`src/rtl/approx_mult_seq_if.sv`:
```
// Operand/product handshake bundle for the sequential approximate multiplier.
interface approx_mult_seq_if #(
  parameter int WIDTH = 16
);
  logic                 in_valid;
  logic                 in_ready;
  logic [WIDTH-1:0]     in_a;
  logic [WIDTH-1:0]     in_b;
  logic                 in_approx;
  logic                 out_valid;
  logic                 out_ready;
  logic [2*WIDTH-1:0]   out_prod;

  // Operand fetch / accumulator side.
  modport master (
    output in_valid, in_a, in_b, in_approx, out_ready,
    input  in_ready, out_valid, out_prod
  );

  // Multiplier side.
  modport slave (
    input  in_valid, in_a, in_b, in_approx, out_ready,
    output in_ready, out_valid, out_prod
  );
endinterface

```
`src/rtl/approx_mult_seq.sv`:
```
// Multi-cycle signed multiplier: sign-magnitude split, one CHUNK x CHUNK
// partial product accumulated per cycle, optional dropping of low-order
// partial products in approximation mode.
module approx_mult_seq #(
  parameter int WIDTH      = 16,
  parameter int CHUNK      = 8,
  parameter int APPROX_LVL = 1
) (
  input  logic           nvdla_core_clk,
  input  logic           nvdla_core_rst,
  approx_mult_seq_if.slave bus
);

  localparam int NS = WIDTH / CHUNK;
  localparam int IW = (NS > 1) ? $clog2(NS) : 1;
  localparam int PW = 2 * WIDTH;
  localparam int CW = 2 * CHUNK;
  localparam logic [IW-1:0] LAST = IW'(NS - 1);
  localparam logic [IW:0]   LVL  = (IW + 1)'(APPROX_LVL);

  typedef enum logic [1:0] {IDLE, CALC, SIGN, DONE} state_t;

  state_t          state;
  logic [WIDTH-1:0] mag_a;
  logic [WIDTH-1:0] mag_b;
  logic            sign;
  logic            approx;
  logic [PW-1:0]   acc;
  // Slice indices i (of |a|) and j (of |b|); together they walk k = i*NS + j.
  logic [IW-1:0]   i_idx;
  logic [IW-1:0]   j_idx;
  logic            in_ready;
  logic            out_valid;
  logic [PW-1:0]   out_prod;

  logic [WIDTH-1:0] abs_a;
  logic [WIDTH-1:0] abs_b;
  logic [CHUNK-1:0] a_slice;
  logic [CHUNK-1:0] b_slice;
  logic [CW-1:0]    pp;
  logic [IW:0]      ij_sum;
  logic [PW-1:0]    term;

  assign bus.in_ready  = in_ready;
  assign bus.out_valid = out_valid;
  assign bus.out_prod  = out_prod;

  // Operand magnitudes and the current shifted (or dropped) partial product.
  always_comb begin
    abs_a   = bus.in_a[WIDTH-1] ? (~bus.in_a + 1'b1) : bus.in_a;
    abs_b   = bus.in_b[WIDTH-1] ? (~bus.in_b + 1'b1) : bus.in_b;
    a_slice = mag_a[i_idx*CHUNK +: CHUNK];
    b_slice = mag_b[j_idx*CHUNK +: CHUNK];
    pp      = CW'(a_slice) * CW'(b_slice);
    ij_sum  = {1'b0, i_idx} + {1'b0, j_idx};
    term    = PW'(pp) << (ij_sum * CHUNK);
    if (approx && (ij_sum < LVL)) begin
      term = '0;
    end
  end

  // Control FSM with registered handshake outputs and datapath state.
  always_ff @(posedge nvdla_core_clk or posedge nvdla_core_rst) begin
    if (nvdla_core_rst) begin
      state     <= IDLE;
      mag_a     <= '0;
      mag_b     <= '0;
      sign      <= 1'b0;
      approx    <= 1'b0;
      acc       <= '0;
      i_idx     <= '0;
      j_idx     <= '0;
      in_ready  <= 1'b1;
      out_valid <= 1'b0;
      out_prod  <= '0;
    end else begin
      case (state)
        IDLE: begin
          if (bus.in_valid) begin
            mag_a    <= abs_a;
            mag_b    <= abs_b;
            sign     <= bus.in_a[WIDTH-1] ^ bus.in_b[WIDTH-1];
            approx   <= bus.in_approx;
            acc      <= '0;
            i_idx    <= '0;
            j_idx    <= '0;
            in_ready <= 1'b0;
            state    <= CALC;
          end
        end
        CALC: begin
          acc <= acc + term;
          if (j_idx == LAST) begin
            j_idx <= '0;
            if (i_idx == LAST) begin
              state <= SIGN;
            end else begin
              i_idx <= i_idx + 1'b1;
            end
          end else begin
            j_idx <= j_idx + 1'b1;
          end
        end
        SIGN: begin
          out_prod  <= sign ? (~acc + 1'b1) : acc;
          out_valid <= 1'b1;
          state     <= DONE;
        end
        DONE: begin
          if (bus.out_ready) begin
            out_valid <= 1'b0;
            in_ready  <= 1'b1;
            state     <= IDLE;
          end
        end
        default: state <= IDLE;
      endcase
    end
  end

endmodule

```
`src/flat_wrapper.sv`:
```
// flat-port wrapper written by rule: the top's interface ports become plain ports
module approx_mult_seq_flat 
#(
  parameter int WIDTH      = 16,
  parameter int CHUNK      = 8,
  parameter int APPROX_LVL = 1
)
  (nvdla_core_clk, nvdla_core_rst, bus_in_valid, bus_in_a, bus_in_b, bus_in_approx, bus_out_ready, bus_in_ready, bus_out_valid, bus_out_prod);
  approx_mult_seq_if #(.WIDTH(WIDTH)) bus_i ();
  input  logic nvdla_core_clk;
  input  logic nvdla_core_rst;
  input wire logic [$bits(bus_i.in_valid)-1:0] bus_in_valid;
  input wire logic [$bits(bus_i.in_a)-1:0] bus_in_a;
  input wire logic [$bits(bus_i.in_b)-1:0] bus_in_b;
  input wire logic [$bits(bus_i.in_approx)-1:0] bus_in_approx;
  input wire logic [$bits(bus_i.out_ready)-1:0] bus_out_ready;
  output wire logic [$bits(bus_i.in_ready)-1:0] bus_in_ready;
  output wire logic [$bits(bus_i.out_valid)-1:0] bus_out_valid;
  output wire logic [$bits(bus_i.out_prod)-1:0] bus_out_prod;
  assign bus_i.in_valid = bus_in_valid;
  assign bus_i.in_a = bus_in_a;
  assign bus_i.in_b = bus_in_b;
  assign bus_i.in_approx = bus_in_approx;
  assign bus_i.out_ready = bus_out_ready;
  assign bus_in_ready = bus_i.in_ready;
  assign bus_out_valid = bus_i.out_valid;
  assign bus_out_prod = bus_i.out_prod;
  approx_mult_seq #(.WIDTH(WIDTH), .CHUNK(CHUNK), .APPROX_LVL(APPROX_LVL)) u_core (.nvdla_core_clk(nvdla_core_clk), .nvdla_core_rst(nvdla_core_rst), .bus(bus_i));
endmodule
```
`config.mk`:
```
export PLATFORM = sky130hd
export DESIGN_NAME = approx_mult_seq_flat
export DESIGN_NICKNAME = d
export VERILOG_FILES = /design/src/rtl/approx_mult_seq_if.sv /design/src/rtl/approx_mult_seq.sv /design/src/flat_wrapper.sv
export SDC_FILE = /design/constraint.sdc
export NUM_CORES = 1
export LEC_CHECK = 0
export ABC_AREA = 1
export BUFFER_PORTS_ARGS = -buffer_cell sky130_fd_sc_hd__buf_2
export CORE_ASPECT_RATIO = 0.7
export CORE_MARGIN = 8
export CORE_UTILIZATION = 60
export DETAILED_ROUTE_END_ITERATION = 16
export PLACE_DENSITY = 0.79
export SKIP_CTS_REPAIR_TIMING = 1
export SLEW_MARGIN = 30
export SYNTH_ARGS = -nofsm -noshare
export SYNTH_HDL_FRONTEND = slang
export SYNTH_SLANG_ARGS = --single-unit
```
`constraint.sdc`:
```
create_clock -name nvdla_core_clk -period 6.9 [get_ports nvdla_core_clk]
set_input_delay 0 -clock nvdla_core_clk [delete_from_list [all_inputs] [get_ports nvdla_core_clk]]
set_output_delay 0 -clock nvdla_core_clk [all_outputs]
set_load 0.1 [all_outputs]
```
==> flow_summary.json, run 1 <==
{
  "finClkSkew_ns": 0.00973,
  "synth.distinct_cells": 45,
  "nets": 1631,
  "stdcell_area_sq_um": 11000,
  "gp_congestion": 1.05,
  "async_flop_share_pct": 100,
  "diodes": 0,
  "worst_slew_pin_slew_ns": 0.897,
  "grt_overflow": 0,
  "synthXorXnorAreaFrac_pct": 5.16,
  "netlist_instances": 1394,
  "hold_class": "in2reg",
  "critical_path.max_fanout": 12,
  "timing.rr.start": "u_core.j_idx",
  "fmaxAchievable_ghz": 0.152,
  "synth_top_area_cell": "dfrtp_1",
  "clock-sinks": 104,
  "fin_crit_sh_pct": 95.3,
  "synth.area.top_cells": "dfrtp_1 26%, nand2_1 11%, ha_1 9.7%",
  "rsz0062_at_grt": "yes",
  "relSlewSlack_pct": 40.1,
  "gr-usage-all-layers_pct": 29.4,
  "cts_tree": "built",
  "violations": "hold timing",
  "die_x_um": 169,
  "dieArea_sq_um": 20800,
  "synthesis.area_sq_um": 9850,
  "cts_buffers": 9,
  "grt_pass1_vias": 8831,
  "slew_viol_final": 0,
  "synth_warnings": 0,
  "cts_root_buf": "clkbuf_16",
  "syn_nets": 1544,
  "area_delta_synth_final_pct": 12.0,
  "slowest_delay_ns": 0.53,
  "ys_seq_area_share_pct": 26.4,
  "ys_seq_elements": 104,
  "firstDrtPassIters": 6,
  "hold_viol": 9,
  "die_h_um": 123,
  "cts_buffer_depth": 2,
  "core.rowCount": 39,
  "r2r-end": "u_core.acc[16]",
  "cts.clk_slew.worst_paths_ns": 0.08,
  "crit_start": "u_core.j_idx",
  "start_util_pct": 60.8,
  "grt_start_max_net_pins": 63,
  "synth-simple-area-share_pct": 27.6,
  "io_pins": 71,
  "wire_per_inst_um": 17.7,
  "synth_top_family_by_area": "simple AND/OR/NAND/NOR gates",
  "antenna_found_initial": 0,
  "reg2reg_slack_ns": 0.33,
  "cap_violations": 0,
  "setup_viol": 0,
  "avgSynthCellArea_sq_um": 7.07,
  "vias_per_cell": 5.72,
  "drt-total-wl_um": 30300,
  "final_cell_mix": "297 x nand2_1, 196 x nor2_1, 192 x inv_1",
  "crit_arrival_ns": 6.81,
  "worst_ep_required_time_ns": 7.14,
  "drive_gt1_share_pct": 11.5,
  "dpl-instance-area_sq_um": 10600,
  "vias": 9786,
  "start_kind": "register",
  "htreeDepth": 3,
  "drcViolationCount": 0,
  "synth_flop_cell": "dfrtp_1",
  "fin_hold_ws_ns": -0.0399,
  "coreArea_sq_um": 16200,
  "io_buffer_count": 70,
  "critical_path_class": "reg2reg",
  "dpl.hpwl_um": 24400,
  "drt_iter0_drc": 996,
  "endpoint_kind": "register",
  "synth_edf_count": 0,
  "synth_top_cell_area_share_pct": 26.2,
  "drtAntennaViolNets": 0,
  "synth_fa_ha_area_share_pct": 17.2,
  "synth_compound_area_share_pct": 14.1,
  "clkLatencyLatePin_ns": 0.37,
  "worstRegToRegCells": 31,
  "grt_pass1_wl_um": 47600,
  "outcome": "finished, violations left",
  "period_minus_slack_ns": 6.57,
  "layout_commonest_cell": "nand2_1",
  "cp-endpoint": "u_core.acc[16]",
  "synthMuxAreaShare_pct": 0.813,
  "cp_slowest_cell": "fa_1"
}
==> flip-flops by register name, indices dropped and copies added (netlist names) <==
| register | flops |
|---|---|
| u_core.acc | 32 |
| u_core.approx | 1 |
| u_core.bus.in_ready | 1 |
| u_core.bus.out_prod | 32 |
| u_core.bus.out_valid | 1 |
| u_core.i_idx | 1 |
| u_core.j_idx | 1 |
| u_core.mag_a | 16 |
| u_core.mag_b | 16 |
| u_core.sign | 1 |
| u_core.state | 2 |
==> how the worst min path moves through the flow <==
stage               cells after the start  slack, ns               end            from
floorplan                               1        0.1  u_core.mag_a[15]    bus_in_a[14]
global placement                        2       0.21    u_core.acc[26]  nvdla_core_rst
detailed placement                      2       0.22    u_core.acc[26]  nvdla_core_rst
CTS                                     2      -0.18    u_core.acc[26]  nvdla_core_rst
global route                            4      0.002  u_core.mag_b[15]    bus_in_b[14]
finish                                  3      -0.04   u_core.mag_b[3]     bus_in_b[3]
==> worst max-delay path: cells and delay by family, from the launching register on <==
kind | cells | cell delay [ns]
muxes | 1 | 0.14
and+or+nand+nor | 9 | 1.00
xor gates and xnor gates | 1 | 0.17
buffers and inverters | 7 | 0.69
adders and majority gates | 6 | 2.58
DFF | 1 | 0.38
AOI/OAI and AO/OA | 7 | 1.46
==> layout make-up <==
class / count / area (sq um)
multi-input cells: 1063 / 6440
clock inverters: 7 / 91.3
clock buffers: 9 / 225
inverters: 196 / 738
well taps: 225 / 282
fillers: 1431 / 5160
repair buffers: 107 / 656
flip-flops and latches: 104 / 2600
==> kinds of logic (layout without fill, tap and decap cells) <==
| logic type | Yosys count | count (layout) |
|---|---|---|
| AO/OA/AOI/OAI | 249 | 249 |
| XOR/XNOR | 58 | 58 |
| adder cells (fa/ha/maj) | 113 | 113 |
| buffers and inverters | 227 | 319 |
| flip-flops | 104 | 104 |
| multiplexers | 8 | 8 |
| AND/OR/NAND/NOR | 635 | 635 |
==> cell usage after synthesis (all sizes together) (8+ instances only) <==
library cell and count:
a21oi 66, a31oi 20, clkbuf 24, dfrtp 103, fa 37, ha 76
inv 195, mux2i 8, nand2 297, nand3 75, nand4 13, nor2 204
nor3 17, o21ai 119, o21bai 10, o22ai 16, or2 19, xnor2 8
xor2 50
==> metal layers <==
layer | GRT usage, % | share of wire (%) | up-vias
li1 | - | - | 4684
met3 | 15.1 | 17 | 29
met2 | 36.1 | 36 | 559
met1 | 44.2 | 46 | 4512
met4 | 4.96 | 0.98 | 2
met5 | 0 | 0.19 | -
==> stage by stage <==
stage               setup WS, ns  hold slack, ns  util, %  instances  setup TNS (ns)
CTS                        0.227          -0.180     67.1       1699               0
global route             -0.0354         0.00249     68.1       1711         -0.0354
global placement           0.303           0.211     65.1       1683               0
floorplan                  0.979          0.0974        -       1394               0
finish                     0.327         -0.0399     68.1       1711               0
detailed placement         0.248           0.216     65.1       1683               0
Power of run 1 is left out: the tool's default activity adds up to more than one toggle a clock period on the data nets, which glitch-free logic cannot reach.
==> run 2: changes to the inputs <==
--- a/config.mk
+++ b/config.mk
@@ -5,13 +5,13 @@
 export SDC_FILE = /design/constraint.sdc
 export NUM_CORES = 1
 export LEC_CHECK = 0
-export ABC_AREA = 1
+export ABC_AREA = 0
 export BUFFER_PORTS_ARGS = -buffer_cell sky130_fd_sc_hd__buf_2
 export CORE_ASPECT_RATIO = 0.7
 export CORE_MARGIN = 8
 export CORE_UTILIZATION = 60
 export DETAILED_ROUTE_END_ITERATION = 16
-export PLACE_DENSITY = 0.79
+export PLACE_DENSITY = 0.8
 export SKIP_CTS_REPAIR_TIMING = 1
 export SLEW_MARGIN = 30
 export SYNTH_ARGS = -nofsm -noshare
==> flow_summary.json, run 2 <==
{
  "crit_start": "u_core.i_idx",
  "dieArea_sq_um": 19000,
  "synth_flop_cell": "dfrtp_1",
  "synth.distinct_cells": 57,
  "start_kind": "register",
  "yosysMostFrequentCell": "nor2_1",
  "crit_cells": 30,
  "timing.rr.start": "u_core.i_idx",
  "cts_tree": "built",
  "netlist_instances": 1038,
  "cp-endpoint": "u_core.acc[29]",
  "final_cell_mix": "124 x nor2_1, 109 x nand2_1, 101 x dfrtp_1",
  "drtAntennaViolNets": 0,
  "outcome": "finished, violations left",
  "cp_slowest_cell": "fa_1",
  "synth_top_cell_area_share_pct": 29.0,
  "synth.area.top_cells": "dfrtp_1 29%, ha_1 11%, fa_1 8.3%",
  "crit_arrival_ns": 7.11,
  "vias": 8251,
  "layout_commonest_cell": "nor2_1",
  "rsz0062_at_grt": "yes",
  "htreeDepth": 3,
  "cts_root_buf": "clkbuf_16",
  "cts_buffers": 9,
  "die_h_um": 118,
  "coreArea_sq_um": 14600,
  "synthesis.area_sq_um": 8870,
  "fillers": 984,
  "drcViolationCount": 0,
  "r2r-end": "u_core.acc[29]",
  "clkLatencyLatePin_ns": 0.37,
  "hold_viol": 9,
  "core.rowCount": 37,
  "grt_pass1_vias": 7512,
  "grt_pass1_wl_um": 38100,
  "worst_slew_pin_slew_ns": 0.647,
  "io_buffer_count": 70,
  "drt-total-wl_um": 25100,
  "synthTopCellsByCount": "134 x nor2_1, 111 x nand2_1, 103 x dfrtp_1",
  "critical_path_class": "reg2reg",
  "reg2reg_slack_ns": 0.03,
  "worst_ep_required_time_ns": 7.14,
  "hold_class": "in2reg",
  "start_util_pct": 60.9,
  "diodes": 0,
  "async_flop_share_pct": 100,
  "syn_nets": 1188,
  "finClkSkew_ns": 0.00886,
  "area_delta_synth_final_pct": 24.7,
  "grt_overflow": 0,
  "synth_edf_count": 0,
  "io_pins": 71,
  "relSlewSlack_pct": 55.8,
  "die_x_um": 161,
  "ys_seq_area_share_pct": 29.3,
  "worstRegToRegCells": 30,
  "synth_warnings": 0,
  "cp_top_family": "adder cells",
  "vias_per_cell": 5.91,
  "drt_iter0_drc": 728,
  "drive_gt1_share_pct": 24.6,
  "wire_per_inst_um": 18.0,
  "dpl.hpwl_um": 17900,
  "nets": 1345,
  "endpoint_kind": "register",
  "antenna_found_initial": 0,
  "slew_viol_final": 0,
  "firstDrtPassIters": 5,
  "gp_congestion": 0.948,
  "fmaxAchievable_ghz": 0.146,
  "avgSynthCellArea_sq_um": 8.55,
  "cap_violations": 0,
  "min_path_cells": 3,
  "grt_start_max_net_pins": 68,
  "gr-usage-all-layers_pct": 24.3,
  "critical_path.max_fanout": 8,
  "stdcell_area_sq_um": 11100,
  "dpl-instance-area_sq_um": 9920,
  "reg_top3": "u_core.acc (32), u_core.bus.out_prod (32)",
  "cts_buffer_depth": 2,
  "worstPathBufferInverterCount": 8,
  "fin_hold_ws_ns": -0.0336,
  "clock-sinks": 104,
  "violations": "hold timing",
  "fin_crit_sh_pct": 99.6,
  "setup_viol": 0,
  "period_minus_slack_ns": 6.87,
  "cts.clk_slew.worst_paths_ns": 0.07,
  "ys_seq_elements": 104,
  "slowest_delay_ns": 0.54,
  "synth_top_area_cell": "dfrtp_1"
}
==> run 2: cell count changes after synthesis, moves of 12 or more <==
cell | before | now
nand2_1 | 297 | 111
inv_1 | 193 | 76
nand3_1 | 70 | 4
nor2_1 | 198 | 134
xor2_1 | 50 | 74
o31ai_1 | 0 | 19
a31oi_1 | 20 | 4
mux2i_1 | 8 | 23
o21ai_1 | 14 | 0
xnor2_1 | 8 | 21
and3_1 | 0 | 12
o21ai_0 | 101 | 89
o22ai_1 | 16 | 4
==> run 2: area by class of cell <==
| cell class | count | area, sq um | share of cell area, % |
|---|---|---|---|
| multi-input cells | 826 | 6370 | 57.6 |
| clock inverters | 7 | 76.3 | 0.690 |
| flip-flops and latches | 104 | 2610 | 23.6 |
| inverters | 76 | 288 | 2.60 |
| well taps | 195 | 244 | 2.21 |
| repair buffers | 178 | 1250 | 11.3 |
| clock buffers | 9 | 225 | 2.04 |
==> run 2: worst min path at each step <==
stage,from,endpoint
2_1_floorplan,bus_in_approx,u_core.approx
3_3_place_gp,nvdla_core_rst,u_core.bus.out_valid
3_5_place_dp,nvdla_core_rst,u_core.bus.out_valid
4_1_cts,nvdla_core_rst,u_core.bus.out_valid
5_1_grt,bus_in_a[9],u_core.mag_a[9]
6_report,bus_in_a[6],u_core.mag_a[6]
==> run 2: cells by family after synthesis <==
logic type,after synthesis,synth area share [%]
and+or+nand+nor,341,17.3
DFF,104,29.3
muxes,26,2.97
buffers and inverters,108,4.57
AOI/OAI and AO/OA,251,17.4
adders and majority gates,113,19.1
xor gates and xnor gates,95,9.38
==> run 2: through the flow <==
step           setup WS, ns  cells  setup TNS [ns]  util, %
3_3_place_gp         -0.129   1345          -0.607     68.0
2_1_floorplan        0.0369   1038               0        -
3_5_place_dp         -0.420   1345           -2.94     68.0
4_1_cts              -0.441   1361           -3.32     70.1
5_1_grt              -0.170   1395           -1.21     75.9
6_report             0.0293   1395               0     75.9
==> run 2: metal layers <==
layer | up-vias | global-route usage [%] | share of wire, %
li1 | 3898 | - | -
met4 | 0 | 4.96 | 1.8
met1 | 3965 | 37.2 | 46
met2 | 336 | 33.6 | 43
met3 | 52 | 6.11 | 9.2
met5 | - | 0 | 0
==> run 2: worst reg2reg max path, delay by kind of cell (launching register included) <==
family                     cells  cell delay (ns)
AOI/OAI and AO/OA              7             1.23
xor gates and xnor gates       1             0.11
adders and majority gates      6             2.65
buffers and inverters          8             1.04
DFF                            1             0.42
muxes                          1             0.23
and+or+nand+nor                7             1.06
Power of run 2 is left out for the same reason.
